<file path="config.mk">
export PLATFORM = sky130hd
export DESIGN_NAME = truth_table_sweeper
export DESIGN_NICKNAME = d
export VERILOG_FILES = /design/src/rtl/cello_tt_pkg.sv /design/src/rtl/tt_cycle_counter.sv /design/src/rtl/truth_table_sweeper.sv
export SDC_FILE = /design/constraint.sdc
export NUM_CORES = 1
export LEC_CHECK = 0
export BUFFER_PORTS_ARGS = -buffer_cell sky130_fd_sc_hd__buf_2
export CAP_MARGIN = 0
export CELL_PAD_IN_SITES_DETAIL_PLACEMENT = 1
export CELL_PAD_IN_SITES_GLOBAL_PLACEMENT = 1
export CORE_MARGIN = 2
export CORE_UTILIZATION = 42
export CTS_CLUSTER_DIAMETER = 200
export DETAILED_ROUTE_END_ITERATION = 12
export HOLD_SLACK_MARGIN = 0.06
export PLACE_DENSITY_LB_ADDON = 0.1
export RECOVER_POWER = 100
export REMOVE_ABC_BUFFERS = 1
export SLEW_MARGIN = 10
export SYNTH_ARGS = -nofsm -noshare
export SYNTH_HDL_FRONTEND = slang
export SYNTH_HIERARCHICAL = 1
export SYNTH_SLANG_ARGS = --single-unit
</file>
<file path="constraint.sdc">
create_clock -name clk -period 2.5 [get_ports clk]
set_input_delay 0 -clock clk [delete_from_list [all_inputs] [get_ports clk]]
set_output_delay 0 -clock clk [all_outputs]
set_load 0.03 [all_outputs]
</file>
<file path="src/rtl/cello_tt_pkg.sv">
// rtl/cello_tt_pkg.sv - shared types and helpers for the truth-table sweeper
package cello_tt_pkg;

  typedef enum logic [1:0] {IDLE, SETTLE, SAMPLE, DONE} tt_state_e;

  function automatic int ROWS_OF(input int n);
    return 2 ** n;
  endfunction

  // Row 0 lands in the MSB of the code, so the hex code reads like a truth table top-down.
  function automatic int row_bit_idx(input int rows, input int r);
    return rows - 1 - r;
  endfunction

endpackage

</file>
<file path="src/rtl/tt_cycle_counter.sv">
// rtl/tt_cycle_counter.sv - loadable down-counter with zero flag, shared by settle and sample windows
module tt_cycle_counter #(
  parameter int W = 3
) (
  input  logic         clk,
  input  logic         rst,
  input  logic         i_load,
  input  logic [W-1:0] i_load_val,
  input  logic         i_dec,
  output logic         o_zero
);

  logic [W-1:0] r_count;

  always_ff @(posedge clk) begin
    if (rst) begin
      r_count <= '0;
    end else if (i_load) begin
      r_count <= i_load_val;
    end else if (i_dec && (r_count != '0)) begin
      r_count <= r_count - 1'b1;
    end
  end

  assign o_zero = (r_count == '0);

endmodule

</file>
<file path="src/rtl/truth_table_sweeper.sv">
// rtl/truth_table_sweeper.sv - drives every gate input row, samples the output and assembles the truth-table code
module truth_table_sweeper
  import cello_tt_pkg::*;
#(
  parameter int N_IN          = 3,
  parameter int SETTLE_CYCLES = 4,
  parameter int SAMPLE_CYCLES = 2,
  localparam int ROWS         = ROWS_OF(N_IN)
) (
  input  logic            clk,
  input  logic            rst,
  input  logic            start,
  input  logic [ROWS-1:0] expected_code,
  output logic [N_IN-1:0] dut_in,
  input  logic            dut_out,
  output logic            busy,
  output logic            done,
  output logic [ROWS-1:0] code,
  output logic            match,
  output logic            unstable
);

  localparam int MAX_CYC = (SETTLE_CYCLES > SAMPLE_CYCLES) ? SETTLE_CYCLES : SAMPLE_CYCLES;
  localparam int CW      = $clog2(MAX_CYC + 1);

  tt_state_e       r_state, w_state_next;
  logic [N_IN-1:0] r_row;
  logic [ROWS-1:0] r_expected, r_shift, r_code, w_shift_final;
  logic            r_sticky, r_first, r_have_first, r_match, r_unstable;
  logic            w_sticky_final, w_last_row, w_cnt_load, w_cnt_zero, w_busy;
  logic [CW-1:0]   w_cnt_load_val;
  logic [N_IN-1:0] w_bit_idx;

  assign w_busy     = (r_state == SETTLE) || (r_state == SAMPLE);
  assign w_last_row = (r_row == N_IN'(ROWS - 1));
  assign w_bit_idx  = N_IN'(row_bit_idx(ROWS, int'(r_row)));

  tt_cycle_counter #(.W(CW)) u_cnt (
    .clk        (clk),
    .rst        (rst),
    .i_load     (w_cnt_load),
    .i_load_val (w_cnt_load_val),
    .i_dec      (w_busy),
    .o_zero     (w_cnt_zero)
  );

  always_ff @(posedge clk) begin
    if (rst) r_state <= IDLE;
    else     r_state <= w_state_next;
  end

  always_comb begin
    w_state_next = r_state;
    case (r_state)
      IDLE:    if (start) w_state_next = SETTLE;
      SETTLE:  if (w_cnt_zero) w_state_next = SAMPLE;
      SAMPLE:  if (w_cnt_zero) w_state_next = w_last_row ? DONE : SETTLE;
      default: w_state_next = IDLE;
    endcase
  end

  always_comb begin
    dut_in = w_busy ? r_row : '0;
    busy   = w_busy;
    done   = (r_state == DONE);
  end

  // Loading one less than the window length gives exactly that many cycles before zero.
  always_comb begin
    w_cnt_load     = 1'b0;
    w_cnt_load_val = CW'(SETTLE_CYCLES - 1);
    case (r_state)
      IDLE:   w_cnt_load = start;
      SETTLE: if (w_cnt_zero) begin
                w_cnt_load     = 1'b1;
                w_cnt_load_val = CW'(SAMPLE_CYCLES - 1);
              end
      SAMPLE: w_cnt_load = w_cnt_zero && !w_last_row;
      default: ;
    endcase
  end

  always_comb begin
    w_shift_final            = r_shift;
    w_shift_final[w_bit_idx] = dut_out;
    w_sticky_final           = r_sticky | (r_have_first & (dut_out != r_first));
  end

  always_ff @(posedge clk) begin
    if (rst) begin
      r_row        <= '0;
      r_expected   <= '0;
      r_shift      <= '0;
      r_code       <= '0;
      r_sticky     <= 1'b0;
      r_first      <= 1'b0;
      r_have_first <= 1'b0;
      r_match      <= 1'b0;
      r_unstable   <= 1'b0;
    end else begin
      case (r_state)
        IDLE: if (start) begin
          r_expected   <= expected_code;
          r_row        <= '0;
          r_shift      <= '0;
          r_sticky     <= 1'b0;
          r_have_first <= 1'b0;
        end
        SAMPLE: begin
          r_sticky <= w_sticky_final;
          if (!r_have_first) begin
            r_first      <= dut_out;
            r_have_first <= 1'b1;
          end
          if (w_cnt_zero) begin
            r_shift      <= w_shift_final;
            r_have_first <= 1'b0;
            if (!w_last_row) begin
              r_row <= r_row + 1'b1;
            end else begin
              // Results only move here so they stay frozen for the whole next sweep.
              r_code     <= w_shift_final;
              r_unstable <= w_sticky_final;
              r_match    <= (w_shift_final == r_expected) && !w_sticky_final;
            end
          end
        end
        default: ;
      endcase
    end
  end

  assign code     = r_code;
  assign match    = r_match;
  assign unstable = r_unstable;

endmodule
</file>
==> results_dict.tcl, run 1 <==
set metrics [dict create \
    ys_async_sr_fraction 0 \
    path_common_cell "ha_1" \
    cts.clk_slew.worst_paths_ns 0.07 \
    first_global_vias 1824 \
    end_kind "register" \
    drt_first_pass_iters 4 \
    critical-path-top-delay-family "flip-flops" \
    cts.htree.levels 2 \
    timing.fmax_ghz 0.467 \
    max_stage_delay_ns 0.64 \
    peakVddDrop_uv 351 \
    cp_max_fo 16 \
    cts_tree "built" \
    ant_nets 0 \
    crit_slowest_cell "dfxtp_1" \
    power_leakage_nw 0.874 \
    hold_path_class "in2reg" \
    arrival_ns 2.35 \
    wire_per_inst_um 15.9 \
    syn_avg_cell_area_um2 8.11 \
    fin_cells 336 \
    drcViolationCount 0 \
    rsz0062_at_grt "false" \
    tightestPinTransition_ns 0.711 \
    syn_to_final_growth_pct 17.3 \
    io_buffers 26 \
    holdWs_ns 0.176 \
    dieArea_um2 5400 \
    ios 27 \
    numCtsBuffers 5 \
    fin_ws_ns 0.358 \
    synth-seq-cells 37 \
    grt_usage 0.211 \
    finalCritPeriodShare 0.857 \
    critPathRequiredTime_ns 2.71 \
    finalMaxSlewViolations 0 \
    yosys_warnings 6 \
    dp.cells 320 \
    start_util 0.432 \
    num_rows 25 \
    drt_wl_total_mm 5.34 \
    post_drt_via_cell_ratio 5.56 \
    setup_viol 0 \
    dpl.hpwl_mm 3.69 \
    core-area_um2 4690 \
    synth_top_area_share 0.365 \
    clockRootBuffer "clkbuf_8" \
    cts.path.max_buffers 2 \
    grt_pass1_wl_mm 8.86 \
    synth.distinct_cells 46 \
    die_w_um 73.5 \
    route.met2.wl_mm 2.54 \
    syn_inst 250 \
    drive_gt1_frac 0.0957 \
    syn_area_um2 2030 \
    final_hold_viol_count 0 \
    r2r-start "r_row[1]" \
    skew_ns 0.00394 \
    global_route.overflow_total 0 \
    power.density_nw_per_um2 713 \
    synth_top_cell_by_area "dfxtp_1" \
    start_kind "register" \
    num-fill-cells 593 \
    seq_area_frac_synth 0.365 \
    cts_sinks 37 \
    r2r_cells 7 \
    reg2reg_slack_ns 0.36 \
    clk-insertion-delay-late_ns 0.29 \
    period_minus_slack_ns 2.14 \
    grt_max_degree 39 \
    wl_met3_um 135 \
    nets 301 \
    synth.area.top_cells "dfxtp_1 37%, nand2_1 6.1%, a21oi_1 5.9%" \
    post-place-ws_ns 0.368 \
    path_class "reg2reg" \
    max_slew_margin 0.526 \
    antenna_found_initial 0 \
    first_iter_violations 69 \
    gp_congestion 0.786 \
    holdPathStages 4 \
    setup_tns_ns 0 \
    critPathBufInv 0 \
    vias 1869 \
    r2r_end "u_cnt/r_count[2]" \
    synth_ff_type "dfxtp_1" \
    min-delay-start "start" \
    crit_chain "ha_1 -> ha_1 -> nor2b_1 -> o21ai_0 -> a21oi_1 -> or3_1 -> a31oi_1" \
    drt-met1-wl_mm 2.58 \
    min_to "r_have_first" \
    antenna_cells 0 \
    outcome "finished, final reports clean" \
    fp.dieH_um 73.5 \
    highest_layer "met4" \
    synth_edf_count 0 \
    maxCapViolCount 0 \
]
-- cells by family after synthesis --
group | after synthesis | synth area share
buf+inv | 23 | 0.0488
fa+ha+maj | 8 | 0.0494
simple gates | 99 | 0.254
mux | 12 | 0.0605
other cells | 2 | 0.00371
compound gates | 62 | 0.188
flops | 37 | 0.365
xor+xnor | 7 | 0.0302
-- flip-flops by register name (all words and copies together) (netlist names), 2 cells and up --
signal,flops
code,8
r_shift,8
u_cnt/r_count,3
r_row,3
r_state,2
r_expected,8
-- cells in the final DEF, fill, tap and decap left out, drive strengths merged, types with 3 or more instances in the layout --
master       instances
nor2                26
a31oi                3
o21ai               13
ha                   8
a22oi                3
a211oi               9
nand2               33
xnor2                5
nand3b               4
mux2i               10
and3b                3
nor3b                7
and2                 4
clkbuf              22
a21oi               24
dlygate4sd3          8
inv                  9
dfxtp               37
nor2b                4
buf                 13
nand2b               3
nor3                 5
-- metal layers --
layer,up-vias,global-route usage
li1,940,-
met1,893,0.280
met3,9,0.0370
met2,27,0.348
met4,0,0.0667
met5,-,0
-- worst max path at each step --
stage | endpoint | slack (ns) | startpoint | depth (start not counted)
floorplan | u_cnt/r_count[1] | 0.66 | r_row[1] | 7
global placement | u_cnt/r_count[2] | 0.47 | r_row[1] | 7
detailed placement | u_cnt/r_count[2] | 0.37 | r_row[1] | 7
CTS | u_cnt/r_count[2] | 0.38 | r_row[1] | 7
global route | code[1] | 0.14 | r_row[1] | 5
finish | u_cnt/r_count[2] | 0.36 | r_row[1] | 7
-- where the power goes --
group	internal, mW	leakage (nW)	switching (mW)	total [mW]
registers	0.629	0.300	0.0428	0.672
clock network	0.396	0.0681	0.222	0.619
logic	0.159	0.506	0.245	0.404
total	1.18	0.874	0.510	1.69
-- Yosys cell counts, drive strengths merged, types with 4 or more instances --
cell type  number
nor3            5
and2            4
dfxtp          37
o21ai          13
nor2b           4
mux2i          10
clkbuf          5
nand3b          4
buf             9
xnor2           5
a211oi          9
nor3b           7
a21oi          24
nand2          33
nor2           26
inv             9
ha              8
-- final cells by class --
| class | count | area, um^2 | area share |
|---|---|---|---|
| multi-input combinational | 190 | 1190 | 0.499 |
| timing repair buffer | 38 | 214 | 0.0900 |
| clock inverter | 3 | 65.1 | 0.0274 |
| inverter | 9 | 33.8 | 0.0142 |
| tap | 54 | 67.6 | 0.0284 |
| sequential | 37 | 741 | 0.312 |
| clock buffer | 5 | 68.8 | 0.0289 |
-- worst register-to-register path: cells and delay by family (launching register included) --
family	cells	cell delay [ns]
adders and majority gates	2	0.47
and+or+nand+nor	2	0.46
DFF	1	0.64
AOI/OAI and AO/OA	3	0.50
-- through the flow --
| stage | util | total power [mW] | instance area (um^2) |
|---|---|---|---|
| 2_1_floorplan | - | 0.958 | 1960 |
| 3_3_place_gp | 0.467 | 1.08 | 2190 |
| 3_5_place_dp | 0.467 | 1.09 | 2190 |
| 4_1_cts | 0.512 | 1.72 | 2400 |
| 5_1_grt | 0.507 | 1.78 | 2380 |
| 6_report | 0.507 | 1.69 | 2380 |
-- repair_timing --
action / in CTS / in global routing
hold buffers: 8 / 0
setup buffers: 0 / 0
gates resized for setup: 0 / 0
hold endpoints to repair: 8 / 0
No activity file was read; power rests on OpenSTA's default activity.
==> run 2: changes to the inputs <==
CORE_UTILIZATION = 44   (was 42)
CTS_BUF_LIST = sky130_fd_sc_hd__clkbuf_4 sky130_fd_sc_hd__clkbuf_8   (was unset)
==> run 2 against run 1 <==
Compared with the run above:
- sequential share of layout area is 0.31 points higher
- clock-buffer cell count grew 2
- worst hold slack worse by 0.016 ns
- total power shrank 8.7%
- flip-flop and latch count did not move
- critical path depth is 1 lower
- setup slack better by 0.054 ns
- combinational power is 1% higher
- wire length decreased by 1.1%
- first-iteration DRC count shrank 13%
- critical endpoint unchanged
==> results_dict.tcl, run 2 (synthesis gave the netlist of run 1 again) <==
set metrics [dict create \
    first_global_vias 1913 \
    cts_resized 0 \
    die_w_um 71.9 \
    ant_nets 0 \
    critPathRequiredTime_ns 2.72 \
    clk-insertion-delay-late_ns 0.30 \
    power_leakage_nw 0.871 \
    setup_tns_ns 0 \
    max_slew_margin 0.522 \
    start_kind "register" \
    max_stage_delay_ns 0.74 \
    critPathBufInv 0 \
    period_minus_slack_ns 2.09 \
    drcViolationCount 0 \
    hold_path_class "in2reg" \
    setup_viol 0 \
    num_rows 24 \
    syn_to_final_growth_pct 16.1 \
    drt_wl_total_mm 5.28 \
    critical-path-top-delay-family "flip-flops" \
    holdPathStages 4 \
    tightestPinTransition_ns 0.717 \
    layout_common_cells "37 x dfxtp_1, 33 x nand2_1, 26 x nor2_1" \
    finalCritPeriodShare 0.835 \
    maxCapViolCount 0 \
    num-fill-cells 552 \
    cts.htree.levels 2 \
    io_buffers 26 \
    final_common_cell "dfxtp_1" \
    arrival_ns 2.31 \
    multiInputGateArea_um2 1190 \
    drt_first_pass_iters 4 \
    first_iter_violations 60 \
    final_hold_viol_count 0 \
    rsz0062_at_grt "false" \
    regArea_um2 741 \
    end_kind "register" \
    nets 302 \
    final_util 0.537 \
    clockRootBuffer "clkbuf_8" \
    vias 1872 \
    post_drt_via_cell_ratio 5.59 \
    r2r_cells 6 \
    grt_usage 0.226 \
    gp_congestion 0.793 \
    antenna_cells 0 \
    core-area_um2 4380 \
    finalMaxSlewViolations 0 \
    cts_hold_buf 8 \
    power.density_nw_per_um2 658 \
    crit_slowest_cell "dfxtp_1" \
    holdWs_ns 0.161 \
    antenna_found_initial 0 \
    cts.path.max_buffers 2 \
    peakVddDrop_uv 373 \
    timing.fmax_ghz 0.479 \
    dpl.hpwl_mm 3.66 \
    cts_tree "built" \
    cts_sinks 37 \
    start_util 0.462 \
    drive_gt1_frac 0.102 \
    cts.clk_slew.worst_paths_ns 0.08 \
    numCtsBuffers 5 \
    postCtsSetupBuffers 0 \
    fp.dieH_um 71.9 \
    dieArea_um2 5170 \
    grt_pass1_wl_mm 9.11 \
    p_total_mw 1.55 \
    path_class "reg2reg" \
    ios 27 \
    global_route.overflow_total 0 \
    fin_cells 335 \
    skew_ns 0.00504 \
    wire_per_inst_um 15.8 \
    cp_max_fo 18 \
    crit_cells 6 \
    outcome "finished, final reports clean" \
    grt_max_degree 39 \
    dp.cells 319 \
    crit_chain "ha_1 -> nor2b_1 -> o21ai_0 -> a21oi_1 -> or3_1 -> a31oi_1" \
]
==> run 2: changes by cell type in the layout (fill, tap and decap cells not counted) <==
cell / change
buf_4: +2
bufinv_16: -2
clkbuf_8: +2
clkbuf_1: -1
or2_0: -1
or2_1: +1
==> run 2: layout make-up <==
type	instances	share of cell area
multi-input cells	190	0.505
flip-flops and latches	37	0.315
repair buffers	39	0.0957
clock buffers	7	0.0409
well taps	52	0.0276
inverters	9	0.0144
clock inverters	1	0.00213
==> run 2: path summary, 6_finish.rpt <==
path,slack [ns],end,from
worst max-delay path,0.41,u_cnt/r_count[2],r_row[2]
worst min-delay path,0.16,r_have_first,start
worst max register to register,0.41,u_cnt/r_count[2],r_row[2]
worst min register to register,0.46,code[7],code[7]
==> run 2: metrics by stage <==
step                cell area [um^2]  worst slack, ns
floorplan                       1960            0.660
global placement                2190            0.442
detailed placement              2190            0.413
CTS                             2380            0.385
global route                    2350            0.188
finish                          2350            0.412
==> run 2: worst register-to-register path, delay by kind of cell (launching register included) <==
kind	cells	cell delay, ns
DFF	1	0.74
and+or+nand+nor	2	0.47
adders and majority gates	1	0.28
AOI/OAI and AO/OA	3	0.51
==> run 2: layer usage <==
layer / up-vias / GRT usage / share of wire
met5: - / 0 / 0
met4: 0 / 0.0692 / 0.012
met3: 7 / 0.0450 / 0.028
met2: 26 / 0.390 / 0.48
met1: 908 / 0.283 / 0.48
li1: 931 / - / -
==> run 2: power by group <==
part	total [mW]	switching, mW	internal [mW]
Sequential	0.666	0.0370	0.629
Clock	0.473	0.223	0.249
Combinational	0.408	0.249	0.160
Total	1.55	0.509	1.04
==> run 3: changes to the inputs <==
ABC_AREA = 1   (was unset)
CORE_UTILIZATION = 38   (was 44)
clock period = 1.78 ns   (was 2.5 ns; I/O delays follow)
==> run 3 against run 2 <==
Compared with the run above:
- combinational power rose to 4.9 times the previous value
- critical path depth grew 6
- final area up 7.0%
- global-route usage is 1.6 points lower
- fmax grew 25%
- synthesized area grew 0.86%
- setup slack worse by 0.30 ns
- via count increased by 10%
- first-iteration DRC count increased by 60%
- cell count up 26%
- sequential share of layout area decreased by 2.0 points
- worst hold slack worse by 0.045 ns
- critical path type unchanged
- largest cell class unchanged
==> results_dict.tcl, run 3 <==
set metrics [dict create \
    start_kind "register" \
    grt_usage 0.210 \
    power.density_nw_per_um2 1540 \
    global_route.overflow_total 0 \
    critPathRequiredTime_ns 1.98 \
    ios 27 \
    finalInstanceArea_um2 2520 \
    drt_first_pass_iters 4 \
    arrival_ns 1.86 \
    drt_wl_total_mm 6.05 \
    synth.distinct_cells 26 \
    path_class "reg2reg" \
    synth_ff_type "dfxtp_1" \
    syn_area_um2 2040 \
    synthAdderAreaFrac 0.0490 \
    synthXorXnorAreaFrac 0 \
    start_util 0.398 \
    num_rows 26 \
    post_drt_via_cell_ratio 4.91 \
    core-area_um2 5140 \
    cp_max_fo 6 \
    maxCapViolCount 0 \
    antenna_found_initial 0 \
    cts_tree "built" \
    clockRootBuffer "clkbuf_8" \
    drive_gt1_frac 0.171 \
    outcome "finished, final reports clean" \
    final_hold_viol_count 0 \
    first_iter_violations 96 \
    synth_edf_count 0 \
    synth_top_cell_by_area "dfxtp_1" \
    synth_simple_gate_area_share 0.323 \
    num-fill-cells 714 \
    muxShareOfSynthArea 0 \
    ys_top_cells_by_count "73 x nand2_1, 41 x inv_1, 37 x dfxtp_1, 30 x nor2_1, 25 x a21oi_1" \
    clk-insertion-delay-late_ns 0.30 \
    syn_to_final_growth_pct 23.2 \
    ys_async_sr_fraction 0 \
    end_kind "register" \
    first_global_vias 2054 \
    cts.path.max_buffers 2 \
    syn_avg_cell_area_um2 6.77 \
    skew_ns 0.0127 \
    dpl-instance-area_um2 2280 \
    synth_most_common_cell "nand2_1" \
    period_minus_slack_ns 1.67 \
    nets 370 \
    fp.dieH_um 77.4 \
    dieArea_um2 5980 \
    layout_common_cells "72 x nand2_1, 39 x inv_1, 36 x dfxtp_1" \
    setup_viol 0 \
    timing.fmax_ghz 0.600 \
    grt_pass1_wl_mm 9.93 \
    synth_compound_area_frac 0.143 \
    wire_per_inst_um 14.4 \
    io_buffers 26 \
    yosys_warnings 6 \
    ant_nets 0 \
    finalMaxSlewViolations 0 \
    hold_path_class "in2reg" \
    vias 2067 \
    antenna_cells 0 \
    die_w_um 77.4 \
    synth_top_area_share 0.362 \
    gp_congestion 0.827 \
    finalCritPeriodShare 0.937 \
    numCtsBuffers 5 \
    rsz0062_at_grt "true" \
    drcViolationCount 0 \
    grt_max_degree 25 \
    cts_sinks 37 \
    seq_area_frac_synth 0.362 \
    cts.clk_slew.worst_paths_ns 0.09 \
    reg2reg_slack_ns 0.11 \
    power_leakage_nw 1.18 \
    synth_top_family_by_area "simple AND/OR/NAND/NOR gates" \
    final_util 0.490 \
    cts.htree.levels 2 \
    synth.area.top_cells "dfxtp_1 36%, nand2_1 13%, inv_1 7.5%" \
    synth-seq-cells 37 \
    final_common_cell "nand2_1" \
    syn_inst 302 \
    dpl.hpwl_mm 4.14 \
    peakVddDrop_uv 764 \
]
==> run 3: changes by cell type in the layout (fill, tap and decap cells not counted), moves of 5 or more <==
cell | before | now
inv_1 | 9 | 39
o21ai_0 | 10 | 20
nand2_1 | 33 | 72
xnor2_1 | 5 | 0
nand2_2 | 0 | 5
buf_4 | 4 | 14
inv_2 | 0 | 5
mux2i_1 | 10 | 0
nand4_1 | 1 | 7
nand3_1 | 2 | 22
nor3_1 | 5 | 0
==> run 3: critical path, stage by stage, from the launching register on <==
cell	delay, ns
dfxtp_2	0.33
inv_1	0.05
ha_2	0.19
ha_4	0.15
nand2_1	0.08
o21a_1	0.18
a21oi_2	0.11
buf_4	0.14
inv_2	0.05
nand2_2	0.08
inv_1	0.06
nor2_1	0.09
nor2_1	0.04
==> run 3: final cells by class <==
type / instances / area, um^2 / area share
repair buffers: 50 / 305 / 0.121
clock inverters: 2 / 37.5 / 0.0149
well taps: 70 / 87.6 / 0.0348
repair inverters: 1 / 5.00 / 0.00199
clock buffers: 6 / 82.6 / 0.0328
multi-input cells: 210 / 1090 / 0.431
flip-flops and latches: 37 / 742 / 0.295
inverters: 45 / 173 / 0.0686
==> run 3: logic make-up (layout without fill, tap and decap cells) <==
| kind of cell | count (synthesis) | after routing |
|---|---|---|
| and+or+nand+nor | 146 | 146 |
| buffers and inverters | 55 | 104 |
| AOI/OAI and AO/OA | 54 | 54 |
| DFF | 37 | 37 |
| adders and majority gates | 8 | 8 |
| other | 2 | 2 |
==> run 3: what timing repair did <==
action / 4_1_cts / 5_1_grt
hold endpoints to repair: 8 / 0
setup buffers: 0 / 3
hold buffers: 8 / 0
endpoints found under the setup margin: 10 / 13
gates resized for setup: 2 / 8
cloned: 0 / 1
==> run 3: worst paths after layout <==
path,from,endpoint,cells after the start
setup / recovery,u_cnt/r_count[0],u_cnt/r_count[1],12
hold reg to reg,match,match,2
hold / removal,dut_out,code[0],3
setup reg to reg,u_cnt/r_count[0],u_cnt/r_count[1],12
==> run 3: per-layer routing <==
metal  wire length, um  GRT usage  up-vias  share of wire
met4                80     0.0643        0          0.013
li1                  -          -     1059              -
met1              2840      0.270      978           0.47
met5                 0          0        -              0
met2              2990      0.367       23           0.49
met3               136     0.0244        7          0.022
==> run 3: power breakdown <==
group	switching (mW)	internal, mW	leakage [nW]
sequential	0.0945	0.983	0.302
clock	0.335	0.456	0.0574
combinational	1.30	0.697	0.824
==> run 3: metrics by stage <==
step / std cells / power (mW) / hold slack [ns] / TNS (ns) / setup slack, ns
2_1_floorplan: 292 / 2.34 / 0.0691 / -0.0213 / -0.0106
3_3_place_gp: 401 / 2.89 / 0.272 / 0 / 0.0606
3_5_place_dp: 401 / 2.95 / 0.283 / 0 / 0.000730
4_1_cts: 417 / 3.78 / 0.123 / 0 / 0.0237
5_1_grt: 421 / 4.18 / 0.138 / -0.0796 / -0.0261
6_report: 421 / 3.87 / 0.115 / 0 / 0.112
